**src/rtl/mul_div_sequencer_if.sv**
```systemverilog
// Request/response bundle between the main controller and the HI/LO multiply/divide sequencer.
interface mul_div_sequencer_if #(parameter int WIDTH = 32);
  logic             start;
  logic [1:0]       op;
  logic [WIDTH-1:0] rs_val;
  logic [WIDTH-1:0] rt_val;
  logic             hilo_wr;
  logic             hilo_sel;
  logic [WIDTH-1:0] wdata;
  logic             busy;
  logic             done;
  logic [WIDTH-1:0] hi;
  logic [WIDTH-1:0] lo;

  modport master (output start, op, rs_val, rt_val, hilo_wr, hilo_sel, wdata,
                  input  busy, done, hi, lo);
  modport slave  (input  start, op, rs_val, rt_val, hilo_wr, hilo_sel, wdata,
                  output busy, done, hi, lo);
endinterface

```
**src/rtl/mul_div_sequencer.sv**
```systemverilog
// Iterative radix-2 multiply / restoring-divide unit owning the HI/LO pair.
// Optional MD_FAST_MUL_EN: MULT/MULTU use a combinational product and skip CALC.
module mul_div_sequencer #(
  parameter int WIDTH = 32
) (
  input  logic               i_clk,
  input  logic               i_rst_n,
  mul_div_sequencer_if.slave bus
);
  localparam int CW = (WIDTH > 1) ? $clog2(WIDTH) : 1;
  localparam logic [CW-1:0] LAST = CW'(WIDTH - 1);

  localparam logic [1:0] S_IDLE = 2'd0;
  localparam logic [1:0] S_CALC = 2'd1;
  localparam logic [1:0] S_FIX  = 2'd2;
  localparam logic [1:0] S_DONE = 2'd3;

  logic [1:0]         r_state;
  logic [CW-1:0]      r_cnt;
  logic               r_is_div, r_neg_res, r_neg_rem, r_div0;
  logic [WIDTH-1:0]   r_m, r_hi, r_lo;
  logic [2*WIDTH-1:0] r_acc;

  logic               w_accept, w_rs_neg, w_rt_neg, w_fast;
  logic [WIDTH-1:0]   w_rs_abs, w_rt_abs;
  logic [2*WIDTH-1:0] w_acc_init, w_mul_nxt, w_div_nxt, w_prod;
  logic [WIDTH:0]     w_sum, w_shrem;
  logic [WIDTH-1:0]   w_diff, w_quo, w_rem;

  // DONE behaves like IDLE for acceptance so back-to-back ops lose no cycle.
  assign w_accept = bus.start & ((r_state == S_IDLE) | (r_state == S_DONE));
  assign w_rs_neg = ~bus.op[0] & bus.rs_val[WIDTH-1];
  assign w_rt_neg = ~bus.op[0] & bus.rt_val[WIDTH-1];
  assign w_rs_abs = w_rs_neg ? -bus.rs_val : bus.rs_val;
  assign w_rt_abs = w_rt_neg ? -bus.rt_val : bus.rt_val;

`ifdef MD_FAST_MUL_EN
  assign w_fast     = ~bus.op[1];
  assign w_acc_init = w_fast ? ({{WIDTH{1'b0}}, w_rs_abs} * {{WIDTH{1'b0}}, w_rt_abs})
                             : {{WIDTH{1'b0}}, w_rs_abs};
`else
  assign w_fast     = 1'b0;
  assign w_acc_init = {{WIDTH{1'b0}}, bus.op[1] ? w_rs_abs : w_rt_abs};
`endif

  // Multiply: low half holds the multiplier, product grows in from the top.
  assign w_sum     = {1'b0, r_acc[2*WIDTH-1:WIDTH]} + (r_acc[0] ? {1'b0, r_m} : '0);
  assign w_mul_nxt = {w_sum, r_acc[WIDTH-1:1]};

  // Divide: upper half is the partial remainder, low half shifts dividend out / quotient in.
  assign w_shrem   = {r_acc[2*WIDTH-1:WIDTH], r_acc[WIDTH-1]};
  assign w_diff    = w_shrem[WIDTH-1:0] - r_m;
  assign w_div_nxt = (w_shrem >= {1'b0, r_m}) ? {w_diff, r_acc[WIDTH-2:0], 1'b1}
                                              : {r_acc[2*WIDTH-2:0], 1'b0};

  // A zero divisor leaves the remainder equal to |rs|, so only the quotient needs forcing.
  assign w_prod = r_neg_res ? -r_acc : r_acc;
  assign w_quo  = r_div0 ? '1 : (r_neg_res ? -r_acc[WIDTH-1:0] : r_acc[WIDTH-1:0]);
  assign w_rem  = r_neg_rem ? -r_acc[2*WIDTH-1:WIDTH] : r_acc[2*WIDTH-1:WIDTH];

  always_ff @(posedge i_clk or negedge i_rst_n) begin
    if (!i_rst_n) begin
      r_state   <= S_IDLE;
      r_cnt     <= '0;
      r_is_div  <= 1'b0;
      r_neg_res <= 1'b0;
      r_neg_rem <= 1'b0;
      r_div0    <= 1'b0;
      r_m       <= '0;
      r_acc     <= '0;
      r_hi      <= '0;
      r_lo      <= '0;
    end else begin
      case (r_state)
        S_CALC: begin
          r_acc <= r_is_div ? w_div_nxt : w_mul_nxt;
          r_cnt <= r_cnt + 1'b1;
          if (r_cnt == LAST) r_state <= S_FIX;
        end
        S_FIX: begin
          if (r_is_div) begin
            r_hi <= w_rem;
            r_lo <= w_quo;
          end else begin
            {r_hi, r_lo} <= w_prod;
          end
          r_state <= S_DONE;
        end
        default: begin
          if (w_accept) begin
            r_is_div  <= bus.op[1];
            r_neg_res <= w_rs_neg ^ w_rt_neg;
            r_neg_rem <= w_rs_neg;
            r_div0    <= bus.op[1] & (bus.rt_val == '0);
            r_m       <= bus.op[1] ? w_rt_abs : w_rs_abs;
            r_acc     <= w_acc_init;
            r_cnt     <= '0;
            r_state   <= w_fast ? S_FIX : S_CALC;
          end else begin
            if (bus.hilo_wr) begin
              if (bus.hilo_sel) r_hi <= bus.wdata;
              else              r_lo <= bus.wdata;
            end
            r_state <= S_IDLE;
          end
        end
      endcase
    end
  end

  assign bus.busy = (r_state == S_CALC) | (r_state == S_FIX);
  assign bus.done = (r_state == S_DONE);
  assign bus.hi   = r_hi;
  assign bus.lo   = r_lo;
endmodule
```
**src/flat_wrapper.sv**
```systemverilog
// flat-port wrapper written by rule: the top's interface ports become plain ports
module mul_div_sequencer_flat 
#(
  parameter int WIDTH = 32
)
  (i_clk, i_rst_n, bus_start, bus_op, bus_rs_val, bus_rt_val, bus_hilo_wr, bus_hilo_sel, bus_wdata, bus_busy, bus_done, bus_hi, bus_lo);
  mul_div_sequencer_if #(.WIDTH(WIDTH)) bus_i ();
  input  logic i_clk;
  input  logic i_rst_n;
  input wire logic [$bits(bus_i.start)-1:0] bus_start;
  input wire logic [$bits(bus_i.op)-1:0] bus_op;
  input wire logic [$bits(bus_i.rs_val)-1:0] bus_rs_val;
  input wire logic [$bits(bus_i.rt_val)-1:0] bus_rt_val;
  input wire logic [$bits(bus_i.hilo_wr)-1:0] bus_hilo_wr;
  input wire logic [$bits(bus_i.hilo_sel)-1:0] bus_hilo_sel;
  input wire logic [$bits(bus_i.wdata)-1:0] bus_wdata;
  output wire logic [$bits(bus_i.busy)-1:0] bus_busy;
  output wire logic [$bits(bus_i.done)-1:0] bus_done;
  output wire logic [$bits(bus_i.hi)-1:0] bus_hi;
  output wire logic [$bits(bus_i.lo)-1:0] bus_lo;
  assign bus_i.start = bus_start;
  assign bus_i.op = bus_op;
  assign bus_i.rs_val = bus_rs_val;
  assign bus_i.rt_val = bus_rt_val;
  assign bus_i.hilo_wr = bus_hilo_wr;
  assign bus_i.hilo_sel = bus_hilo_sel;
  assign bus_i.wdata = bus_wdata;
  assign bus_busy = bus_i.busy;
  assign bus_done = bus_i.done;
  assign bus_hi = bus_i.hi;
  assign bus_lo = bus_i.lo;
  mul_div_sequencer #(.WIDTH(WIDTH)) u_core (.i_clk(i_clk), .i_rst_n(i_rst_n), .bus(bus_i));
endmodule
```
**config.mk**
```make
export PLATFORM = sky130hd
export DESIGN_NAME = mul_div_sequencer_flat
export DESIGN_NICKNAME = d
export VERILOG_FILES = /design/src/rtl/mul_div_sequencer_if.sv /design/src/rtl/mul_div_sequencer.sv /design/src/flat_wrapper.sv
export SDC_FILE = /design/constraint.sdc
export NUM_CORES = 1
export LEC_CHECK = 0
export CAP_MARGIN = 10
export CORE_MARGIN = 2
export CORE_UTILIZATION = 40
export DETAILED_ROUTE_END_ITERATION = 8
export GPL_TIMING_DRIVEN = 0
export PLACE_DENSITY_LB_ADDON = 0.1
export SYNTH_ARGS = -nofsm -noshare
export SYNTH_HDL_FRONTEND = slang
export SYNTH_SLANG_ARGS = --single-unit
```
**constraint.sdc**
```tcl
create_clock -name i_clk -period 3.94 [get_ports i_clk]
set_input_delay 0.788 -clock i_clk [delete_from_list [all_inputs] [get_ports i_clk]]
set_output_delay 0.788 -clock i_clk [all_outputs]
set_load 0.02 [all_outputs]
```
==> metrics.md, run 1 <==
| Metric | Value |
|---|---|
| Status | completed |
| Placer Congestion | 0.964 |
| Total die area | 39000 um2 |
| Num ports | 169 |
| Place WS | -500 ps |
| Crit path max fanout | 10 |
| Synthesized area | 15000 um2 |
| CTS sink count | 171 |
| Combinational share of power | 66.6% |
| R2R Setup Slk | 160 ps |
| Pre-Repair DR Iteration Count | 8 |
| FF+latch count, synth | 171 |
| Peak Freq | 264 MHz |
| Max Slew Vio Count | 0 |
| Worst R2R Start | u_core.r_acc[47]$_DFFE_PN0P_ |
| Antenna Nets Post-Route | 0 |
| Die Span X | 197 um |
| Most common cell on crit path | o21ai_0 |
| Clock-pin slew on the worst setup and hold paths | 80 ps |
| Num CTS Buffers | 17 |
| Switching share of power | 52.1% |
| Ant diodes | 0 |
| Syn avg cell area | 7.66 um2 |
| Setup ws final | 158 ps |
| Detailed Route Iter0 Violations | 1187 |
| Vias per cell | 5.90 |
| R2r worst-path depth | 13 |
| Placed Instances | 2591 |
| Fin cells | 2623 |
| Vias in the first global route | 15100 |
| Initial Utilization | 40.8% |
| Synth Flop Type | dfrtp_1 |
| All-Layer GR Usage | 30.3% |
| Startpoint Class | register |
| Critical path, cell by cell | ha_1 > clkbuf_1 > nand2_1 > o21ai_0 > o21ai_0 > a211oi_2 > a21oi_1 > o21ai_4 > clkbuf_4 > mux2i_1 > nor2_1 > a21oi_1 > o21ai_0 |
| Max cap viols | 0 |
| Syn Nets | 2133 |
| Setup violators final | 0 |
| Via count | 15500 |
| Row cnt | 70 |
| Unrepaired setup endpoints after global routing | false |
| CP delay by family, top | compound AO/OA/AOI/OAI gates |
| Area growth from synthesis to layout | 20.3% |
| Worst path bufs/invs | 2 |
| Pleak | 7.50 nW |
| Psw | 8.06 mW |
| Bufs on Longest Clock Path | 2 |
| Clock Root Buffer | clkbuf_16 |
| Final HPWL DP | 47.0 mm |
| Cell internal pwr | 7.41 mW |
| Flop pwr share | 21.9% |
| Min-delay worst type | input port to asynchronous set/reset pin |
| Fin Setup TNS | 0 ps |
| CTS tree | done |
| Asr flop ratio synth | 100% |
| Final hold vios | 0 |
| Seq/Total Area, Yosys | 28.6% |
| PD cells | 859 nW/um2 |
| CP max stage delay | 590 ps |
| FF-to-FF End | u_core.r_acc[49]$_DFFE_PN0P_ |
| Crit path kind | register to register |
| Final min period | 3780 ps |
| Cell with the largest stage delay on the worst path | dfrtp_1 |
| Initial antenna violation count | 1 |
| CP Capture Type | register |
| Syn. warnings | 0 |
| Hold buffer count at CTS | 0 |
| Maximum vdd drop | 0.383 mV |
| Clock Skews | 11.7 ps |
| Worst endpoint required time | 4250 ps |
| EDFF count, synth | 0 |
| Largest net degree at the start of global routing | 107 |
| Post-Syn Instances | 1955 |
| Post-synth cell types | 76 |
| Total routed wirelength | 58.9 mm |
| GR Overflow Total | 0 |
| Share of layout cells above drive strength 1 | 5.38% |
| Crit share post-route | 96.0% |
| H-tree Lvls | 4 |
| Core area | 36700 um2 |
| Routed len/inst | 22.5 um |
| First-pass GRT wire length | 89.7 mm |
| Worst-margin pin slew | 1060 ps |
| Stages on worst setup path | 13 |
| Clock latency on the worst-skew pair | 460 ps |
| Fin nets | 2320 |
| Rel. slew slack | 29.2% |
| DR DRC count | 0 |
| Die height | 197 um |
| Clock power frac | 11.5% |
| IO buf count | 167 |
| Data arrival time of the critical path | 4090 ps |
## layout make-up
type | instances | area, um2
plain buffers | 113 | 449
flip-flops and latches | 171 | 4280
well taps | 468 | 586
clock buffers | 17 | 425
multi-input cells | 1598 | 10100
repair buffers | 168 | 1700
inverters | 73 | 274
clock inverters | 15 | 175
fillers | 3618 | 18700
## per-layer routing
layer	share of wire (%)	vias up	global-route usage, %
met5	0	-	0
met4	3.8	0	12.1
met3	5.8	99	3.55
met2	45	556	48.6
met1	46	7417	41.5
li1	-	7396	-
## cells in the final DEF (no fill, tap or decap), types with 17 or more instances in the layout
| master | count |
|---|---|
| nor2b_1 | 17 |
| a21oi_1 | 182 |
| a21o_1 | 36 |
| o31ai_1 | 22 |
| ha_1 | 73 |
| dfrtp_1 | 171 |
| xnor2_1 | 114 |
| nand3_1 | 27 |
| nand2_1 | 235 |
| clkdlybuf4s50_1 | 166 |
| or3_1 | 26 |
| o21ai_0 | 236 |
| inv_1 | 72 |
| mux2i_1 | 36 |
| clkbuf_16 | 17 |
| mux2_2 | 29 |
| clkbuf_1 | 97 |
| nor2_1 | 174 |
| a211oi_1 | 43 |
| nor3_1 | 27 |
| nand2b_1 | 19 |
| xor2_1 | 54 |
| o22ai_1 | 33 |
## registers in the layout (all words and copies together), names as in the netlist
register	flops
u_core.bus.hi	32
u_core.bus.lo	32
u_core.r_acc	64
u_core.r_cnt	5
u_core.r_div0	1
u_core.r_is_div	1
u_core.r_m	32
u_core.r_neg_rem	1
u_core.r_neg_res	1
u_core.r_state	2
## power by group through the flow
stage | clock network (mW) | registers, mW | logic, mW
after global placement | 0 | 3.39 | 9.98
after CTS | 1.79 | 3.37 | 10.1
after detailed placement | 0 | 3.40 | 10.1
after floorplan | 0 | 3.49 | 6.50
after global routing | 1.87 | 3.49 | 11.3
final | 1.78 | 3.39 | 10.3
## worst max path at each step
stage                                            start                            end  slack, ps
final                     u_core.r_acc[47]$_DFFE_PN0P_   u_core.r_acc[49]$_DFFE_PN0P_        160
after global routing      u_core.r_acc[10]$_DFFE_PN0P_  u_core.bus.hi[25]$_DFFE_PN0P_          2
after CTS                 u_core.r_acc[10]$_DFFE_PN0P_  u_core.bus.hi[23]$_DFFE_PN0P_          6
after detailed placement   u_core.r_acc[0]$_DFFE_PN0P_   u_core.r_acc[62]$_DFFE_PN0P_       -500
after global placement                         i_rst_n   u_core.r_acc[48]$_DFFE_PN0P_      -5480
after floorplan           u_core.r_acc[23]$_DFFE_PN0P_  u_core.bus.hi[21]$_DFFE_PN0P_        670
## Yosys cell counts (10+ instances only)
master / number / area, um2
o21ai_0: 240 / 1200
nand2_1: 235 / 882
a21oi_1: 183 / 916
nor2_1: 176 / 661
dfrtp_1: 171 / 4280
xnor2_1: 114 / 998
clkbuf_1: 103 / 387
ha_1: 73 / 913
inv_1: 72 / 270
xor2_1: 54 / 473
a211oi_1: 46 / 345
a21o_1: 36 / 270
mux2i_1: 36 / 360
o22ai_1: 33 / 206
mux2_2: 29 / 327
nand3_1: 28 / 140
nor3_1: 27 / 135
or3_1: 26 / 163
o31ai_1: 23 / 173
nand2b_1: 19 / 119
nor2b_1: 17 / 106
nor4_1: 17 / 106
or4_1: 16 / 120
a22oi_1: 15 / 113
o21bai_1: 12 / 90.1
a31oi_1: 10 / 62.6
and3_1: 10 / 62.6
nor3b_1: 10 / 75.1
## worst register-to-register path: stages (launching register included)
cell      delay [ps]
dfrtp_1          590
ha_1             390
clkbuf_1         260
nand2_1           80
o21ai_0          360
o21ai_0          240
a211oi_2         370
a21oi_1          180
o21ai_4          320
clkbuf_4         340
mux2i_1          210
nor2_1            50
a21oi_1          150
o21ai_0          110
## through the flow
stage | utilization (%) | instance area, um2 | hold WS (ps) | total power, mW
after global placement | 47.0 | 17200 | 464 | 13.4
final | 49.1 | 18000 | 271 | 15.5
after CTS | 48.7 | 17900 | 295 | 15.3
after global routing | 49.1 | 18000 | 300 | 16.6
after detailed placement | 47.0 | 17300 | 470 | 13.5
after floorplan | - | 15000 | 450 | 9.99
## what timing repair did
action                                 in CTS  in global routing
buffers inserted                            0                  0
setup endpoints to repair                  30                 66
endpoints found under the hold margin       0                  0
resized for setup                          10                 32
## cells by family after synthesis
group	Yosys count	share of synthesized area (%)
adder cells (fa/ha/maj)	75	6.37
AND/OR/NAND/NOR	621	19.3
XOR/XNOR	168	9.83
buffers and inverters	186	4.75
AO/OA/AOI/OAI	669	26.6
flip-flops	171	28.6
multiplexers	65	4.59
(Power assumes the default switching activity.)
==> inputs of run 2 (changes only) <==
ABC_CLOCK_PERIOD_IN_PS = 3940   (was not set)
==> results of run 2 <==
Final layout, timing and power as in run 1 (identical DEF).
